<file path="config.mk">
export PLATFORM = sky130hd
export DESIGN_NAME = tx_arbiter
export DESIGN_NICKNAME = d
export VERILOG_FILES = /design/src/rtl/tx_arbiter.sv
export SDC_FILE = /design/constraint.sdc
export NUM_CORES = 1
export LEC_CHECK = 0
export BUFFER_PORTS_ARGS = -buffer_cell sky130_fd_sc_hd__buf_2
export CAP_MARGIN = 15
export CORE_MARGIN = 4
export CORE_UTILIZATION = 52
export DETAILED_ROUTE_END_ITERATION = 6
export PLACE_DENSITY = 0.77
export SLEW_MARGIN = 10
export SYNTH_ARGS = -nofsm -noshare
export SYNTH_HDL_FRONTEND = slang
export SYNTH_SLANG_ARGS = --single-unit
</file>
<file path="constraint.sdc">
create_clock -name clk -period 3.4 [get_ports clk]
set_input_delay 0.17 -clock clk [delete_from_list [all_inputs] [get_ports clk]]
set_output_delay 0.17 -clock clk [all_outputs]
set_load 0.1 [all_outputs]
</file>
<file path="src/rtl/tx_arbiter.sv">
`default_nettype none
// +--------------------------------------------------------------------------+
// | tx_arbiter: round-robin byte arbiter feeding a serial transmitter.       |
// | Define TX_ARB_IFG_EN to insert a one-bit inter-frame gap. Rev 1.0        |
// +--------------------------------------------------------------------------+
module tx_arbiter #(
    parameter int          NREQ = 4,
    parameter logic [15:0] DIV0 = 16'd5208,
    parameter logic [15:0] DIV1 = 16'd2604,
    parameter logic [15:0] DIV2 = 16'd868,
    parameter logic [15:0] DIV3 = 16'd434
) (
    input  logic              clk,
    input  logic              reset,
    input  logic [NREQ-1:0]   req_valid,
    input  logic [8*NREQ-1:0] req_data,
    output logic [NREQ-1:0]   req_ready,
    input  logic [3:0]        cfg_data_length,
    input  logic [1:0]        cfg_parity_type,
    input  logic [1:0]        cfg_baud_rate,
    output logic              tx_send,
    output logic [7:0]        tx_data,
    output logic [3:0]        tx_data_length,
    output logic [1:0]        tx_parity_type,
    output logic [1:0]        tx_baud_rate,
    output logic              busy,
    output logic [1:0]        grant_id
);

`ifdef TX_ARB_IFG_EN
    typedef enum logic [1:0] {IDLE = 2'd0, START = 2'd1, FRAME = 2'd2, GAP = 2'd3} state_t;
`else
    typedef enum logic [1:0] {IDLE = 2'd0, START = 2'd1, FRAME = 2'd2} state_t;
`endif

    state_t      state;
    state_t      state_next;
    logic [15:0] cyc_cnt;
    logic [3:0]  bit_cnt;
    logic [15:0] div_m1;
    logic        cyc_done;
    logic [3:0]  last_bit;
    logic [NREQ-1:0] grant_raw;
    logic [1:0]  sel_idx;
    logic [1:0]  idx;
    logic        found;
    logic        xfer;
    logic [3:0]  len_clamped;

    // Round-robin search begins one past the last winner.
    always_comb begin
        grant_raw = '0;
        sel_idx   = grant_id;
        idx       = '0;
        found     = 1'b0;
        for (int k = 1; k <= NREQ; k++) begin
            idx = grant_id + 2'(k);
            if (!found && req_valid[idx]) begin
                grant_raw[idx] = 1'b1;
                sel_idx        = idx;
                found          = 1'b1;
            end
        end
    end

    assign req_ready = (state == IDLE && !reset) ? grant_raw : '0;
    assign xfer      = |req_ready;
    assign tx_send   = (state == START) && !reset;
    assign busy      = (state != IDLE) && !reset;

    always_comb begin
        len_clamped = cfg_data_length;
        if (cfg_data_length < 4'd5)
            len_clamped = 4'd5;
        else if (cfg_data_length > 4'd8)
            len_clamped = 4'd8;
    end

    always_comb begin
        div_m1 = DIV0 - 16'd1;
        case (tx_baud_rate)
            2'd0:    div_m1 = DIV0 - 16'd1;
            2'd1:    div_m1 = DIV1 - 16'd1;
            2'd2:    div_m1 = DIV2 - 16'd1;
            default: div_m1 = DIV3 - 16'd1;
        endcase
    end

    // FRAME carries bits 1..B-1, i.e. bit_cnt runs 0..L+parity.
    assign cyc_done = (cyc_cnt == div_m1);
    assign last_bit = tx_data_length + {3'b000, |tx_parity_type};

    always_ff @(posedge clk) begin
        if (reset)
            state <= IDLE;
        else
            state <= state_next;
    end

    always_comb begin
        state_next = state;
        case (state)
            IDLE:  if (xfer) state_next = START;
            START: if (cyc_done) state_next = FRAME;
            FRAME: begin
                if (cyc_done && bit_cnt == last_bit)
`ifdef TX_ARB_IFG_EN
                    state_next = GAP;
`else
                    state_next = IDLE;
`endif
            end
`ifdef TX_ARB_IFG_EN
            GAP:   if (cyc_done) state_next = IDLE;
`endif
            default: state_next = IDLE;
        endcase
    end

    always_ff @(posedge clk) begin
        if (reset) begin
            cyc_cnt <= '0;
            bit_cnt <= '0;
        end else if (state_next != state) begin
            cyc_cnt <= '0;
            bit_cnt <= '0;
        end else if (state != IDLE) begin
            if (cyc_done) begin
                cyc_cnt <= '0;
                bit_cnt <= bit_cnt + 4'd1;
            end else begin
                cyc_cnt <= cyc_cnt + 16'd1;
            end
        end
    end

    always_ff @(posedge clk) begin
        if (reset) begin
            tx_data        <= 8'h00;
            tx_data_length <= 4'd8;
            tx_parity_type <= 2'd0;
            tx_baud_rate   <= 2'd0;
            grant_id       <= 2'd3;
        end else if (xfer) begin
            tx_data        <= req_data[{sel_idx, 3'b000} +: 8];
            tx_data_length <= len_clamped;
            tx_parity_type <= cfg_parity_type;
            tx_baud_rate   <= cfg_baud_rate;
            grant_id       <= sel_idx;
        end
    end

endmodule
`default_nettype wire

</file>
==> out/qor.yml <==
outcome:
  status: "completed"
timing:
  slew_violations: 0
  setup_viol: 0
  finalCritPeriodShare_pct: 90.0
  worst_pin_slew_ps: 1050
  relSlewSlack_pct: 29.7
  rsz0062_at_grt: "no"
  period_needed_ps: 3060
  fin_setup_tns_ps: 0
  skew_ps: 5.46
  setup_ws_ps: 339
  finalHoldViolations: 0
  max_freq_mhz: 327
yosys:
  synthTopCellsByArea: "dfxtp_1 (26%), mux2i_1 (10%), ha_1 (6.6%)"
  syn_area_per_cell_sq_um: 8.91
  ys.flop_type: "dfxtp_1"
  synthCells: 343
  synthDistinctLibCells: 59
  synthDominantCellAreaShare_pct: 26.2
  syn_nets: 405
  ys_warn_count: 0
  synth-edff-count: 0
  seq_area_frac_synth_pct: 26.2
  async_reset_ff_share_pct: 0
  netlist_area_sq_um: 3060
  ys_seq_elements: 40
  synth_top_area_cell: "dfxtp_1"
pwr:
  peakVddDrop_v: 0.000842
  p_total_mw: 2.94
  p_leak_nw: 1.60
  powerDensity_nw_per_um2: 824
grt:
  grt_pass1_wl_microns: 12200
  grt_pass1_vias: 2723
  grtUsageTotal_pct: 20.0
  overflow: 0
  antenna_found_initial: 0
  grt_max_degree: 25
layout:
  stdcell_count: 479
  layout_commonest_cell: "buf_2"
  fin_nets: 468
  final_cell_mix: "buf_2 (69), dfxtp_1 (38), mux2i_1 (31)"
  fill_cells: 505
  n_antenna_cell: 0
  area_delta_synth_final_pct: 16.9
  drive_gt1_share_pct: 30.0
critical_path:
  worstSetupPathType: "reg2reg"
  path_delay_family: "compound AO/OA/AOI/OAI gates"
  cp_max_fo: 11
  slowest_delay_ps: 510
  crit_chain: "inv_1 -> ha_1 -> mux4_2 -> nand2_1 -> o21ai_1 -> a2111oi_4 -> a21o_1 -> buf_4 -> mux2i_1"
  cp_slowest_cell: "a21o_1"
  worstPathArrival_ps: 3280
  crit_buf_inv: 2
  cp-start-kind: "flop"
  worst_ep_required_time_ps: 3620
  endpoint_kind: "flop"
route:
  drt-total-wl_microns: 6920
  wl_per_cell_microns: 14.4
  drc: 0
  drt_iter0_drc: 140
  ant_nets: 0
  via_per_inst: 5.66
  first_pass_iters: 4
  vias: 2711
clock_tree:
  cts_buffers: 5
  cts_hold_buf: 0
  cts_resized: 0
  clk_path_buf_depth: 2
  cts_sinks: 40
  cts_setup_buffers: 0
  htreeDepth: 2
  clk_latency_ps: 290
  clockRootBuffer: "clkbuf_8"
  cts_tree: "built"
  clk_pin_slew_ps: 80
floorplanning:
  core_area_sq_um: 5610
  rows: 27
  die-area_sq_um: 7170
  pin_count: 70
  initial_utilization_pct: 54.5
  die_w_microns: 84.7
  die_height_microns: 84.7
placed_design:
  portBuffers: 69
  dp.final_hpwl_microns: 5280
  gp_congestion: 0.767
  pre_cts_ws_ps: 351
  place_inst: 471
run:
  maxCapViolCount: 0
min_path:
  hold_class: "in2reg"
worst register-to-register path, cell delays in order, from the launching register on:
cell and delay, ps:
dfxtp_2 430, inv_1 80, ha_1 380, mux4_2 430
nand2_1 100, o21ai_1 120, a2111oi_4 490, a21o_1 510
buf_4 270, mux2i_1 190
synth_stat cells, drive strengths merged (5+ instances only):
cell / instances
a21oi: 10
buf: 15
clkbuf: 6
dfxtp: 40
ha: 16
inv: 8
mux2: 17
mux2i: 31
nand2: 28
nand2b: 10
nand3: 9
nor2: 25
nor3: 26
nor3b: 6
o21ai: 5
xnor2: 13
xor2: 9
through the flow:
| step | instance area, sq um | hold WS (ps) | util, % |
|---|---|---|---|
| after floorplan | 3090 | 295 | - |
| after global placement | 3460 | 390 | 61.8 |
| after detailed placement | 3460 | 408 | 61.8 |
| after CTS | 3570 | 105 | 63.7 |
| after global routing | 3570 | 107 | 63.7 |
| final | 3570 | 113 | 63.7 |
state kept, by name, indices dropped and copies added, names as in the netlist:
signal / cells
tx_baud_rate: 2
tx_parity_type: 2
grant_id: 2
state: 2
tx_data: 8
tx_data_length: 4
bit_cnt: 4
cyc_cnt: 16
layout make-up:
type / count / area, sq um / share of cell area, %
clock buffer: 6 / 72.6 / 2.03
multi-input combinational: 274 / 2140 / 59.8
inverter: 8 / 30.0 / 0.841
timing repair buffer: 77 / 405 / 11.3
clock inverter: 2 / 35.0 / 0.981
sequential: 40 / 803 / 22.5
tap: 72 / 90.1 / 2.52
path summary, 6_finish.rpt:
| kind | start | to | slack [ps] | cells past startpoint |
|---|---|---|---|---|
| max reg2reg | grant_id[0] | tx_data[0] | 340 | 9 |
| min reg2reg | tx_data[4] | tx_data[4] | 480 | 2 |
| max | grant_id[0] | tx_data[0] | 340 | 9 |
| min | cfg_parity_type[1] | tx_parity_type[1] | 110 | 2 |
logic make-up (layout without fill, tap and decap cells):
kind of cell               count (synthesis)  after routing  share of synthesized area [%]
buffers and inverters                     29             93                           5.08
and+or+nand+nor                          138            138                           24.1
xor gates and xnor gates                  22             22                           6.31
muxes                                     50             50                           17.9
adders and majority gates                 16             16                           6.55
DFF                                       40             40                           26.2
AOI/OAI and AO/OA                         48             48                           13.9
report_power, final:
part	total [mW]	internal (mW)	switching, mW
registers	0.643	0.560	0.0826
clock network	0.379	0.218	0.161
logic	1.92	0.602	1.32
total	2.94	1.38	1.56
layer usage:
layer / global-route usage, % / wire length [microns] / vias to the layer above / part of all wire, %
li1: - / - / 1369 / -
met5: 0 / 0 / - / 0
met2: 34.0 / 3280 / 75 / 47
met4: 4.17 / 40 / 0 / 0.58
met1: 25.7 / 3100 / 1262 / 45
met3: 4.71 / 495 / 5 / 7.2
No activity file was read; power rests on OpenSTA's default activity.
